===== src/rtl/result_packer_if.sv =====
// Stream interface of the result packer: an upstream beat carrying operands and the raw
// computed result, and the packed downstream beat.
interface result_packer_if #(
   parameter int unsigned EXP_WIDTH  = 8,
   parameter int unsigned FRAC_WIDTH = 23
);
   localparam int unsigned W = 1 + EXP_WIDTH + FRAC_WIDTH;

   logic                  in_valid;
   logic                  in_ready;
   logic [2:0]            mode;
   logic                  check_result;
   logic [W-1:0]          operand_a;
   logic [W-1:0]          operand_b;
   logic                  result_sign;
   logic [EXP_WIDTH+1:0]  result_exponent;
   logic [FRAC_WIDTH+8:0] result_fraction;
   logic                  out_valid;
   logic                  out_ready;
   logic [W-1:0]          result;
   logic [2:0]            flags;

   modport master (
      output in_valid, mode, check_result, operand_a, operand_b, result_sign,
             result_exponent, result_fraction, out_ready,
      input  in_ready, out_valid, result, flags
   );

   modport slave (
      input  in_valid, mode, check_result, operand_a, operand_b, result_sign,
             result_exponent, result_fraction, out_ready,
      output in_ready, out_valid, result, flags
   );
endinterface


===== src/rtl/result_packer.sv =====
// Two-stage result packer: S1 normalises and rounds to nearest even, S2 range-checks,
// handles the special modes and packs sign/exponent/fraction with {overflow, underflow, inexact}.
module result_packer #(
   parameter int unsigned EXP_WIDTH  = 8,
   parameter int unsigned FRAC_WIDTH = 23
) (
   input logic            clk,
   input logic            reset,
   result_packer_if.slave bus
);
   localparam int unsigned W  = 1 + EXP_WIDTH + FRAC_WIDTH;
   localparam int unsigned SW = FRAC_WIDTH + 1;
   // One extra bit over the input exponent so the normalise and round increments cannot wrap.
   localparam int unsigned XW = EXP_WIDTH + 3;

   localparam logic signed [XW-1:0] ExpMax  = XW'((1 << EXP_WIDTH) - 1);
   localparam logic signed [XW-1:0] ExpZero = '0;

   localparam logic [2:0] ModeCalc  = 3'd0;
   localparam logic [2:0] ModePassA = 3'd1;
   localparam logic [2:0] ModePassB = 3'd2;
   localparam logic [2:0] ModeQnan  = 3'd3;
   localparam logic [2:0] ModeInf   = 3'd4;
   localparam logic [2:0] ModeZero  = 3'd5;

   // Handshake
   logic s1_full_q, s2_full_q;
   logic s1_advance, in_ready, accept;

   assign s1_advance    = !s2_full_q || bus.out_ready;
   assign in_ready      = !s1_full_q || s1_advance;
   assign accept        = bus.in_valid && in_ready;
   assign bus.in_ready  = in_ready;
   assign bus.out_valid = s2_full_q;

   // S1: normalise and round
   logic [FRAC_WIDTH+8:0] frac_in;
   logic signed [XW-1:0]  exp_in, exp_norm, exp_rnd;
   logic [SW-1:0]         sig_norm;
   logic [FRAC_WIDTH-1:0] frac_rnd;
   logic                  guard, sticky, round_up;
   logic [2:0]            mode_in;
   logic [W-1:0]          opnd_in;

   always_comb begin
      frac_in = bus.result_fraction;
      exp_in  = {bus.result_exponent[EXP_WIDTH+1], bus.result_exponent};
      if (frac_in[FRAC_WIDTH+8]) begin
         sig_norm = frac_in[FRAC_WIDTH+8:8];
         guard    = frac_in[7];
         sticky   = |frac_in[6:0];
         exp_norm = exp_in + XW'(1);
      end else begin
         sig_norm = frac_in[FRAC_WIDTH+7:7];
         guard    = frac_in[6];
         sticky   = |frac_in[5:0];
         exp_norm = exp_in;
      end
      round_up = guard && (sticky || sig_norm[0]);
      // The stored fraction wraps to zero on carry-out, which is exactly 1.000..0.
      frac_rnd = sig_norm[FRAC_WIDTH-1:0] + FRAC_WIDTH'(round_up);
      exp_rnd  = (round_up && (&sig_norm)) ? exp_norm + XW'(1) : exp_norm;
      mode_in  = (bus.mode > ModeZero) ? ModeQnan : bus.mode;
      opnd_in  = (bus.mode == ModePassB) ? bus.operand_b : bus.operand_a;
   end

   logic [2:0]            s1_mode_q;
   logic                  s1_check_q, s1_sign_q, s1_inexact_q;
   logic signed [XW-1:0]  s1_exp_q;
   logic [FRAC_WIDTH-1:0] s1_frac_q;
   logic [W-1:0]          s1_opnd_q;

   // S2: range check and pack
   logic [W-1:0] result_d, result_q;
   logic [2:0]   flags_d, flags_q;

   always_comb begin
      result_d = '0;
      flags_d  = '0;
      case (s1_mode_q)
         ModeCalc: begin
            result_d = {s1_sign_q, s1_exp_q[EXP_WIDTH-1:0], s1_frac_q};
            flags_d  = {2'b00, s1_inexact_q};
            if (s1_check_q && (s1_exp_q >= ExpMax)) begin
               result_d = {s1_sign_q, {EXP_WIDTH{1'b1}}, {FRAC_WIDTH{1'b0}}};
               flags_d  = 3'b101;
            end else if (s1_check_q && (s1_exp_q <= ExpZero)) begin
               result_d = {s1_sign_q, {(W-1){1'b0}}};
               flags_d  = 3'b011;
            end
         end
         ModePassA, ModePassB: begin
            result_d = s1_opnd_q;
            if ((&s1_opnd_q[W-2:FRAC_WIDTH]) && (|s1_opnd_q[FRAC_WIDTH-1:0])) begin
               result_d[FRAC_WIDTH-1] = 1'b1;
            end
         end
         ModeInf:  result_d = {s1_sign_q, {EXP_WIDTH{1'b1}}, {FRAC_WIDTH{1'b0}}};
         ModeZero: result_d = {s1_sign_q, {(W-1){1'b0}}};
         default:  result_d = {1'b0, {EXP_WIDTH{1'b1}}, 1'b1, {(FRAC_WIDTH-1){1'b0}}};
      endcase
   end

   assign bus.result = result_q;
   assign bus.flags  = flags_q;

   always_ff @(posedge clk) begin
      if (reset) begin
         s1_full_q    <= 1'b0;
         s2_full_q    <= 1'b0;
         s1_mode_q    <= ModeCalc;
         s1_check_q   <= 1'b0;
         s1_sign_q    <= 1'b0;
         s1_inexact_q <= 1'b0;
         s1_exp_q     <= '0;
         s1_frac_q    <= '0;
         s1_opnd_q    <= '0;
         result_q     <= '0;
         flags_q      <= '0;
      end else begin
         if (in_ready) begin
            s1_full_q <= bus.in_valid;
         end
         if (accept) begin
            s1_mode_q    <= mode_in;
            s1_check_q   <= bus.check_result;
            s1_sign_q    <= bus.result_sign;
            s1_inexact_q <= guard || sticky;
            s1_exp_q     <= exp_rnd;
            s1_frac_q    <= frac_rnd;
            s1_opnd_q    <= opnd_in;
         end
         if (s1_advance) begin
            s2_full_q <= s1_full_q;
            // An empty S1 leaves the last result and flags on the outputs.
            if (s1_full_q) begin
               result_q <= result_d;
               flags_q  <= flags_d;
            end
         end
      end
   end
endmodule


===== src/flat_wrapper.sv =====
// flat-port wrapper written by rule: the top's interface ports become plain ports
module result_packer_flat 
#(
   parameter int unsigned EXP_WIDTH  = 8,
   parameter int unsigned FRAC_WIDTH = 23
)
  (clk, reset, bus_in_valid, bus_mode, bus_check_result, bus_operand_a, bus_operand_b, bus_result_sign, bus_result_exponent, bus_result_fraction, bus_out_ready, bus_in_ready, bus_out_valid, bus_result, bus_flags);
  result_packer_if #(.EXP_WIDTH(EXP_WIDTH), .FRAC_WIDTH(FRAC_WIDTH)) bus_i ();
  input logic clk;
  input logic reset;
  input wire logic [$bits(bus_i.in_valid)-1:0] bus_in_valid;
  input wire logic [$bits(bus_i.mode)-1:0] bus_mode;
  input wire logic [$bits(bus_i.check_result)-1:0] bus_check_result;
  input wire logic [$bits(bus_i.operand_a)-1:0] bus_operand_a;
  input wire logic [$bits(bus_i.operand_b)-1:0] bus_operand_b;
  input wire logic [$bits(bus_i.result_sign)-1:0] bus_result_sign;
  input wire logic [$bits(bus_i.result_exponent)-1:0] bus_result_exponent;
  input wire logic [$bits(bus_i.result_fraction)-1:0] bus_result_fraction;
  input wire logic [$bits(bus_i.out_ready)-1:0] bus_out_ready;
  output wire logic [$bits(bus_i.in_ready)-1:0] bus_in_ready;
  output wire logic [$bits(bus_i.out_valid)-1:0] bus_out_valid;
  output wire logic [$bits(bus_i.result)-1:0] bus_result;
  output wire logic [$bits(bus_i.flags)-1:0] bus_flags;
  assign bus_i.in_valid = bus_in_valid;
  assign bus_i.mode = bus_mode;
  assign bus_i.check_result = bus_check_result;
  assign bus_i.operand_a = bus_operand_a;
  assign bus_i.operand_b = bus_operand_b;
  assign bus_i.result_sign = bus_result_sign;
  assign bus_i.result_exponent = bus_result_exponent;
  assign bus_i.result_fraction = bus_result_fraction;
  assign bus_i.out_ready = bus_out_ready;
  assign bus_in_ready = bus_i.in_ready;
  assign bus_out_valid = bus_i.out_valid;
  assign bus_result = bus_i.result;
  assign bus_flags = bus_i.flags;
  result_packer #(.EXP_WIDTH(EXP_WIDTH), .FRAC_WIDTH(FRAC_WIDTH)) u_core (.clk(clk), .reset(reset), .bus(bus_i));
endmodule

===== config.mk =====
export PLATFORM = sky130hd
export DESIGN_NAME = result_packer_flat
export DESIGN_NICKNAME = d
export VERILOG_FILES = /design/src/rtl/result_packer_if.sv /design/src/rtl/result_packer.sv /design/src/flat_wrapper.sv
export SDC_FILE = /design/constraint.sdc
export NUM_CORES = 1
export LEC_CHECK = 0
export CAP_MARGIN = 15
export CORE_MARGIN = 3
export CORE_UTILIZATION = 45
export CTS_BUF_LIST = sky130_fd_sc_hd__clkbuf_16
export DETAILED_ROUTE_END_ITERATION = 12
export PLACE_DENSITY = 0.79
export SETUP_SLACK_MARGIN = 0.4
export SYNTH_ARGS = -nofsm -noshare
export SYNTH_HDL_FRONTEND = slang
export SYNTH_SLANG_ARGS = --single-unit

===== constraint.sdc =====
create_clock -name clk -period 2.7 [get_ports clk]
set_input_delay 0.54 -clock clk [delete_from_list [all_inputs] [get_ports clk]]
set_output_delay 0.54 -clock clk [all_outputs]
set_load 0.005 [all_outputs]

==> flow_metrics.py, run 1 <==
metrics = {
    "status": {
        "outcome": "complete, no violations",
    },
    "grt": {
        "grtUsageMet2_pct": 43.2,
        "grt_usage_pct": 23.1,
        "grtUsageMet3_pct": 5.05,
        "grt_overflow": 0,
        "top_usage_layer": "met2",
        "grt_pass1_wl_um": 27800,
        "grt_max_degree": 52,
        "grt_pass1_vias": 5877,
        "antenna_found_initial": 0,
        "met1_usage_pct": 27.0,
    },
    "final_layout": {
        "nets": 978,
        "num_antenna_cells": 0,
        "final_cells": 1037,
        "syn2layout_area_growth_pct": 40.3,
        "final_common_cell": "clkdlybuf4s50_1",
        "final_cell_mix": "clkdlybuf4s50_1, dfxtp_1, nor2_1",
        "drive_gt1_share_pct": 12.3,
    },
    "floorplan": {
        "fp.dieH_um": 120,
        "io_pins": 152,
        "fp.dieW_um": 120,
        "dieArea_mm2": 0.0145,
        "num_rows": 41,
        "core_mm2": 0.0127,
        "initial_core_util_pct": 46.2,
    },
    "clock_tree": {
        "cts_buffers": 9,
        "cts_sinks": 109,
        "hold_buffers": 0,
        "cts.path.max_buffers": 2,
        "cts-root-buf": "clkbuf_16",
        "cts_tree": "built",
        "clk_pin_slew_worst_paths_ns": 0.08,
        "clk-insertion-delay-late_ns": 0.35,
        "htree_levels": 3,
    },
    "timing": {
        "fin_skew_ns": 0.00731,
        "tightestPinTransition_ns": 0.933,
        "finalWorstSetupSlack_ns": 0.447,
        "fin_crit_sh_pct": 83.5,
        "fmax_mhz": 444,
        "hold_viol_final": 0,
        "fin_hold_ws_ns": 0.462,
        "relSlewSlack_pct": 37.6,
        "timing.final.crit_period_ns": 2.25,
        "rsz0062_at_grt": "yes",
        "tns_ns": 0,
        "finalSetupViolations": 0,
        "drv_slew": 0,
    },
    "logic_synthesis": {
        "netlist_area_mm2": 0.00588,
        "synth-edff-count": 0,
        "yosys_register_bits": 109,
        "async_flop_share_pct": 0,
        "yosysWarningCount": 0,
        "synth_fp_nets": 819,
        "syn_avg_cell_area_um2": 8.39,
        "synth_ff_type": "dfxtp_1",
        "ys_types": 61,
        "syn_inst": 701,
        "ys_seq_area_share_pct": 37.1,
    },
    "power_and_ir_drop": {
        "fin_total_pwr_mw": 3.83,
        "p_clk_share_pct": 32.7,
        "p_seq_share_pct": 46.8,
        "power.internal_mw": 2.76,
        "power_frac_comb_pct": 20.5,
        "p_switching_mw": 1.08,
        "leakagePower_nw": 3.22,
        "peakVddDrop_v": 0.000311,
        "p_per_area_mw_per_mm2": 464,
        "p_sw_share_pct": 28.0,
    },
    "placement": {
        "preCtsSetupSlack_ns": 0.00766,
        "gp_congestion": 0.901,
        "port_buffers": 151,
        "place_hpwl_um": 12900,
        "dpl.cell_count": 1018,
    },
    "detailed_routing": {
        "drt-total-wl_um": 17200,
        "wire_per_inst_um": 16.5,
        "drc": 0,
        "route.vias.total": 5917,
        "drt_first_pass_iters": 8,
        "ant_nets": 0,
        "initialDrtViolationCount": 633,
        "via_per_inst": 5.71,
    },
    "worst_hold_path": {
        "hp-class": "reg2reg",
    },
    "critical_path": {
        "max_stage_delay_ns": 0.53,
        "arrival_ns": 2.49,
        "critPathBufInv": 1,
        "worstSetupStartpointType": "primary input",
        "cp_cell_sequence": "clkdlybuf4s50_1 > nand3_1 > or3_4 > nor4_4 > nand4_1 > xor2_1 > a22o_1",
        "worst-setup-path-type": "in2reg",
        "cp-end-kind": "flip-flop",
        "cp.required_ns": 2.94,
        "crit_slowest_cell": "clkdlybuf4s50_1",
        "cp_max_fo": 5,
        "cp_top_family": "simple AND/OR/NAND/NOR gates",
    },
    "job": {
        "maxCapViolations": 0,
    },
}
[what timing repair did]
| item | CTS | global route |
|---|---|---|
| endpoints found under the setup margin | 5 | 20 |
| buffers inserted | 1 | 2 |
| gates resized for setup | 8 | 24 |
| pin swaps | 1 | 7 |
[power groups by stage]
stage	logic, mW	clock network [mW]	registers, mW
final	0.786	1.25	1.79
after global routing	0.862	1.33	1.81
after CTS	0.769	1.27	1.79
after detailed placement	0.759	0	1.83
after global placement	0.738	0	1.83
after floorplan	0.407	0	1.80
[worst register-to-register path, cell delays in order (launching register included)]
cell	delay, ns
dfxtp_1	0.44
nor4_1	0.10
and3_1	0.21
o31ai_1	0.48
nor4bb_4	0.28
buf_4	0.29
a222oi_1	0.16
inv_1	0.07
[state kept, by name, summed over array words and instances, names as in the netlist]
name                  flops
u_core.bus.result        32
u_core.s1_opnd_q         32
u_core.s1_sign_q          1
u_core.bus.flags          3
u_core.s1_frac_q         23
u_core.bus.out_valid      1
u_core.s1_full_q          1
u_core.s1_mode_q          3
u_core.s1_check_q         1
u_core.s1_inexact_q       1
u_core.s1_exp_q          11
[metrics by stage]
step | instance area [µm²] | utilization, %
final | 8250 | 64.9
after global placement | 7780 | 61.2
after global routing | 8250 | 64.9
after CTS | 8110 | 63.8
after detailed placement | 7780 | 61.2
after floorplan | 5930 | -
[cell usage after synthesis, types with 4 or more instances]
| cell type | number | area [µm²] |
|---|---|---|
| clkbuf_1 | 34 | 128 |
| nand2_1 | 70 | 263 |
| a21boi_0 | 6 | 45.0 |
| nor4_1 | 17 | 106 |
| a22o_1 | 11 | 96.3 |
| nor3_1 | 14 | 70.1 |
| mux2i_1 | 49 | 490 |
| and2_1 | 4 | 25.0 |
| xnor2_1 | 20 | 175 |
| nand3b_1 | 4 | 30.0 |
| nor2_1 | 76 | 285 |
| buf_1 | 9 | 33.8 |
| nand4_1 | 13 | 81.3 |
| xor2_1 | 10 | 87.6 |
| nand2b_1 | 6 | 37.5 |
| a21oi_1 | 43 | 215 |
| a222oi_1 | 22 | 220 |
| nor3b_1 | 6 | 45.0 |
| nand3_1 | 13 | 65.1 |
| mux2_2 | 5 | 56.3 |
| a211oi_1 | 43 | 323 |
| nor2b_1 | 5 | 31.3 |
| dfxtp_1 | 109 | 2180 |
| o21ai_0 | 13 | 65.1 |
| inv_1 | 36 | 135 |
[path summary, 6_finish.rpt]
check | startpoint | to | slack, ns | cells past startpoint
min reg2reg | u_core.s1_frac_q[1] | u_core.s1_frac_q[1] | 0.46 | 2
max | bus_result_fraction[9] | u_core.s1_frac_q[17] | 0.45 | 7
max reg2reg | u_core.s1_exp_q[1] | u_core.bus.result[5] | 0.61 | 7
min | u_core.s1_frac_q[1] | u_core.s1_frac_q[1] | 0.46 | 2
[metal layers]
| layer | share of wire, % | wire [µm] | vias to the layer above |
|---|---|---|---|
| met2 | 52 | 8910 | 183 |
| met4 | 1.3 | 217 | 0 |
| li1 | - | - | 2895 |
| met1 | 41 | 7050 | 2815 |
| met3 | 5.7 | 984 | 24 |
| met5 | 0 | 0 | - |
[logic make-up after synthesis]
group / count (synthesis) / synth area share, %
AND/OR/NAND/NOR: 250 / 21.4
AO/OA/AOI/OAI: 169 / 21.0
flip-flops: 109 / 37.1
buffers and inverters: 85 / 5.87
multiplexers: 55 / 9.49
XOR/XNOR: 30 / 4.47
adder cells (fa/ha/maj): 3 / 0.638
[final cells by class]
class | instances | area [µm²]
Sequential cell | 109 | 2180
Fill cell | 1084 | 4470
Multi-Input combinational cell | 507 | 3570
Timing Repair Buffer | 197 | 1870
Clock buffer | 9 | 225
Inverter | 36 | 135
Tap cell | 172 | 215
Clock inverter | 7 | 57.6
(Power assumes the default switching activity.)
==> run 2, diff against run 1 <==
clock period = 1.8 ns   (was 2.7 ns; I/O delays follow)
==> run 2 against run 1 <==
Net effect:
- the flow now finishes with violations (setup timing)
- die area stayed put
- highest routed layer unchanged
- sequential power is 55% higher
- cell count is 13% higher
==> flow_metrics.py, run 2 (synthesis gave the netlist of run 1 again) <==
metrics = {
    "status": {
        "outcome": "complete, but fails checks",
        "failed_checks": "setup timing",
    },
    "timing": {
        "drv_slew": 0,
        "finalSetupViolations": 33,
        "fin_crit_sh_pct": 114,
        "finalWorstSetupSlack_ns": -0.253,
        "relSlewSlack_pct": 62.0,
        "fmax_mhz": 487,
        "rsz0062_at_grt": "yes",
        "hold_viol_final": 0,
        "timing.final.crit_period_ns": 2.05,
        "tns_ns": -4.14,
        "fin_skew_ns": 0.0126,
        "tightestPinTransition_ns": 0.570,
    },
    "worst_hold_path": {
        "hp-class": "in2reg",
    },
    "critical_path": {
        "endpoint": "u_core.bus.result[14]",
        "worst-setup-path-type": "reg2reg",
        "timing.rr.start": "u_core.s1_exp_q[0]",
        "max_stage_delay_ns": 0.45,
        "cp.required_ns": 2.03,
        "cp-end-kind": "flip-flop",
        "cp_max_fo": 22,
        "cp_cell_sequence": "nor4_4 > and3_4 > o31ai_2 > nor4bb_4 > buf_12 > a222oi_1 > inv_1",
        "r2r_setup_slack_ns": -0.25,
        "worstSetupStartpointType": "flip-flop",
        "crit_slowest_cell": "a222oi_1",
        "r2r_end": "u_core.bus.result[14]",
        "worstRegToRegCells": 7,
        "arrival_ns": 2.28,
        "cp-startpoint": "u_core.s1_exp_q[0]",
    },
    "clock_tree": {
        "htree_levels": 3,
        "cts_tree": "built",
        "cts.path.max_buffers": 2,
        "hold_buffers": 0,
        "cts_sinks": 109,
        "cts_buffers": 9,
        "clk_pin_slew_worst_paths_ns": 0.08,
        "cts-root-buf": "clkbuf_16",
        "clk-insertion-delay-late_ns": 0.35,
    },
    "detailed_routing": {
        "wire_per_inst_um": 25.5,
        "drt-total-wl_um": 29900,
        "via_per_inst": 6.58,
        "initialDrtViolationCount": 1183,
        "route.vias.total": 7726,
        "drt_first_pass_iters": 9,
        "drc": 0,
        "ant_nets": 0,
    },
    "floorplan": {
        "io_pins": 152,
        "num_rows": 41,
        "core_mm2": 0.0127,
        "fp.dieW_um": 120,
        "dieArea_mm2": 0.0145,
        "initial_core_util_pct": 46.2,
        "fp.dieH_um": 120,
    },
    "job": {
        "maxCapViolations": 0,
    },
    "grt": {
        "grt_max_degree": 33,
        "antenna_found_initial": 0,
        "grt_usage_pct": 32.9,
        "grt_pass1_wl_um": 38300,
        "grt_overflow": 0,
        "grt_pass1_vias": 7480,
    },
    "placement": {
        "port_buffers": 151,
        "place_hpwl_um": 14300,
        "preCtsSetupSlack_ns": -0.718,
        "gp_congestion": 0.924,
    },
    "power_and_ir_drop": {
        "peakVddDrop_v": 0.000786,
        "p_per_area_mw_per_mm2": 616,
        "fin_total_pwr_mw": 6.82,
        "leakagePower_nw": 4.67,
    },
    "final_layout": {
        "nets": 1117,
        "final_common_cell": "buf_4",
        "final_cell_mix": "buf_4, dfxtp_1, clkdlybuf4s50_1",
        "drive_gt1_share_pct": 45.6,
        "syn2layout_area_growth_pct": 88.3,
        "final_util_pct": 87.0,
        "num_antenna_cells": 0,
    },
}
## run 2: changes by cell type in the layout (fill, tap and decap cells not counted), sizes merged, moves of 2 or more
cell           before  now
buf                48  186
bufbuf              0    2
clkbuf              9   20
clkdlybuf4s15       0    5
clkdlybuf4s50     146   70
dlygate4sd2         0   59
inv                39   37
## run 2: layer usage
layer	global-route usage (%)	part of all wire [%]
met1	37.4	33
met2	59.7	50
met3	6.41	9.1
met4	14.7	7.7
met5	0	0
## run 2: metrics by stage
stage	instance area (µm²)	hold WS, ns	std cells
after floorplan	6230	0.431	701
after global placement	8600	0.450	1093
after detailed placement	8600	0.455	1093
after CTS	10400	0.415	1155
after global routing	11100	0.469	1175
final	11100	0.472	1175
## run 2: critical path, delay by kind of cell, from the launching register on
family / cells / cell delay [ns]
AOI/OAI and AO/OA: 2 / 0.54
buffers and inverters: 2 / 0.30
DFF: 1 / 0.37
and+or+nand+nor: 3 / 0.72
## run 2: area by class of cell
type / count / area (µm²)
Clock buffer: 9 / 225
Clock inverter: 6 / 63.8
Fill cell: 560 / 1650
Inverter: 36 / 140
Multi-Input combinational cell: 508 / 4750
Sequential cell: 109 / 2240
Tap cell: 172 / 215
Timing Repair Buffer: 335 / 3440
## run 2: how the worst min path moves through the flow
stage          cells after the start  slack, ns            startpoint              endpoint
2_1_floorplan                      2       0.43   u_core.s1_frac_q[6]   u_core.s1_frac_q[6]
4_1_cts                            2       0.42                 reset  u_core.s1_frac_q[18]
5_1_grt                            3       0.47          bus_in_valid      u_core.s1_full_q
3_5_place_dp                       2       0.45  u_core.bus.result[1]  u_core.bus.result[1]
6_report                           3       0.47          bus_in_valid      u_core.s1_full_q
3_3_place_gp                       2       0.45   u_core.s1_frac_q[5]   u_core.s1_frac_q[5]
## run 2: report_power, final
group / total, mW / switching [mW] / leakage, nW / internal [mW]
logic: 2.03 / 0.988 / 3.62 / 1.04
registers: 2.77 / 0.201 / 0.913 / 2.57
clock network: 2.02 / 0.944 / 0.139 / 1.07
total: 6.82 / 2.13 / 4.67 / 4.68
## run 2: what timing repair did
action | 4_1_cts | 5_1_grt
setup endpoints to repair | 141 | 107
pin swaps | 103 | 114
resized for setup | 330 | 132
cloned | 14 | 4
buffers inserted | 33 | 16
==> RTL change (settings of run 2) <==
`FRAC_WIDTH` is set to 23 in 3 places; all go to 27.
--- a/src/rtl/result_packer_if.sv
+++ b/src/rtl/result_packer_if.sv
@@ -3,5 +3,5 @@
 interface result_packer_if #(
    parameter int unsigned EXP_WIDTH  = 8,
-   parameter int unsigned FRAC_WIDTH = 23
+   parameter int unsigned FRAC_WIDTH = 27
 );
    localparam int unsigned W = 1 + EXP_WIDTH + FRAC_WIDTH;
--- a/src/rtl/result_packer.sv
+++ b/src/rtl/result_packer.sv
@@ -3,5 +3,5 @@
 module result_packer #(
    parameter int unsigned EXP_WIDTH  = 8,
-   parameter int unsigned FRAC_WIDTH = 23
+   parameter int unsigned FRAC_WIDTH = 27
 ) (
    input logic            clk,
--- a/src/flat_wrapper.sv
+++ b/src/flat_wrapper.sv
@@ -3,5 +3,5 @@
 #(
    parameter int unsigned EXP_WIDTH  = 8,
-   parameter int unsigned FRAC_WIDTH = 23
+   parameter int unsigned FRAC_WIDTH = 27
 )
   (clk, reset, bus_in_valid, bus_mode, bus_check_result, bus_operand_a, bus_operand_b, bus_result_sign, bus_result_exponent, bus_result_fraction, bus_out_ready, bus_in_ready, bus_out_valid, bus_result, bus_flags);
Ports: changed (resized bus_operand_a, bus_operand_b, bus_result and bus_result_fraction); port bits go from 152 to 168. No check against the original RTL was run, so the function may have changed too.
==> RTL change against run 2 <==
The flow still finishes with violations (negative setup slack); sequential power increased by 10%; synthesized cell count is 13% higher; synthesized area up 11%; sequential cell count grew 12; setup slack worse by 160 ps; routed wire length up 22%; power rose by 33%; global-route usage rose by 2.4 points; via count grew 19%; hold slack got worse by 240 ps; highest routed layer unchanged; final area increased by 15%; clock power up 76%; utilization rose by 3.3 points.
==> RTL change: results (changes against run 2) <==
[power_and_ir_drop]
p_int_mw = 6.36  ; +36%
ir_worst_vdd_mv = 0.779  ; -0.88%
power_frac_seq = 0.337  ; -0.069
power_density_nw_per_um2 = 716  ; +16%
powerComb_mw = 2.47  ; +22%
p_leak_nw = 5.13  ; +9.8%

[critical_path]
arrival_ps = 2490  ; +210 ps
worstPathMaxFanout = 7  ; -68%
reg2regPathDepth = 8  ; +1
critPathSlowestCell = dfxtp_2
crit_path_end = u_core.bus.result[5]
slowest_delay_ps = 400  ; -50 ps

[synth]
ys_top_cells_by_area = dfxtp_1 37%, mux2i_1 8.1%, nand2_1 6.0%
synth_top_area_frac = 0.370  ; -0.000813
syn_nets = 925  ; +13%
synth_common_cells = 121 x dfxtp_1, 105 x nand2_1, 70 x nor2_1, 57 x o21ai_0, 53 x mux2i_1
syn_area_per_cell_um2 = 8.23  ; -1.9%
yosysUniqueCellTypes = 61  ; unchanged
yosysSeqAreaShare = 0.370  ; -0.000813

[worst_hold_path]
min_path_cells = 2  ; -1
hold_end = u_core.s1_check_q
min-delay-start = reset

[detailed_routing]
met1Wirelength_um = 11900  ; +19%
wl_met3_um = 4210  ; +55%
wl_per_cell_um = 27.2  ; +6.9%
vias_per_cell = 6.86  ; +4.4%
drt_first_pass_iters = 6  ; -3
drt-initial-drc-count = 1269  ; +7.3%
wl_um = 36600  ; +22%

[clock_tree]
numCtsBuffers = 17  ; +8
cts_max_level = 4  ; +1
clk_latency_ps = 420  ; +70 ps
clk_pin_slew_ps = 60  ; -20 ps

[cells_and_area]
clock_area_frac = 0.0465  ; +0.0204
drive_gt1_frac = 0.448  ; -0.00718
multi_input_area_um2 = 5340  ; +12%
buffers = 397  ; +19%
n_antenna_cell = 1  ; +1
inv_count = 10  ; -72%
nNetsFinal = 1282  ; +15%
post-route-util = 0.904  ; +0.0332
regArea_um2 = 2450  ; +9.3%

[placed_design]
gp_congestion = 0.875  ; -5.4%
dp_cells = 1227  ; +12%
hpwl_um = 15300  ; +7.2%
place_area_um2 = 9700  ; +13%
pre_cts_slack_ps = -875  ; -157 ps

[global_routing]
gr-usage-met1 = 0.415  ; +0.0415
grt_util_met2 = 0.633  ; +0.0358
antenna_found_initial = 1  ; +1
grt_pass1_vias = 8418  ; +13%
grt_max_degree = 40  ; +21%
use_met3 = 0.0632  ; -0.000921

[floorplan]
row_count = 43  ; +4.9%

[timing]
final.setup.tns_ps = -15650  ; -11510 ps
whs_ps = 232  ; -240 ps
fin_ws_ps = -409  ; -156 ps
finalSetupViolations = 65  ; +97%

[run_status]
violations = negative setup slack
outcome = finished with violations

[RTL change: cell count changes after synthesis, moves of 8 or more]
cell	delta
a22oi_1	+25
a22o_1	-11
inv_1	-26
and3_1	+9
dfxtp_1	+12
nand3_1	+10
nor4_1	-8
nand2_1	+35
a221oi_1	+9
a311o_1	+9
a222oi_1	-22
clkbuf_1	+8
o21ai_0	+44
[RTL change: repair_timing]
| item | in CTS | in global routing |
|---|---|---|
| setup endpoints to repair | 157 | 125 |
| setup buffers | 37 | 28 |
| cloned | 15 | 6 |
| pin swaps | 95 | 84 |
| resized for setup | 300 | 130 |
[RTL change: cells by family after synthesis]
family          count (synthesis)  share of synthesized area
buf+inv                        69                     0.0432
compound gates                226                      0.236
xor+xnor                       29                     0.0388
fa+ha+maj                       3                    0.00574
simple gates                  288                      0.215
mux                            59                     0.0914
flops                         121                      0.370
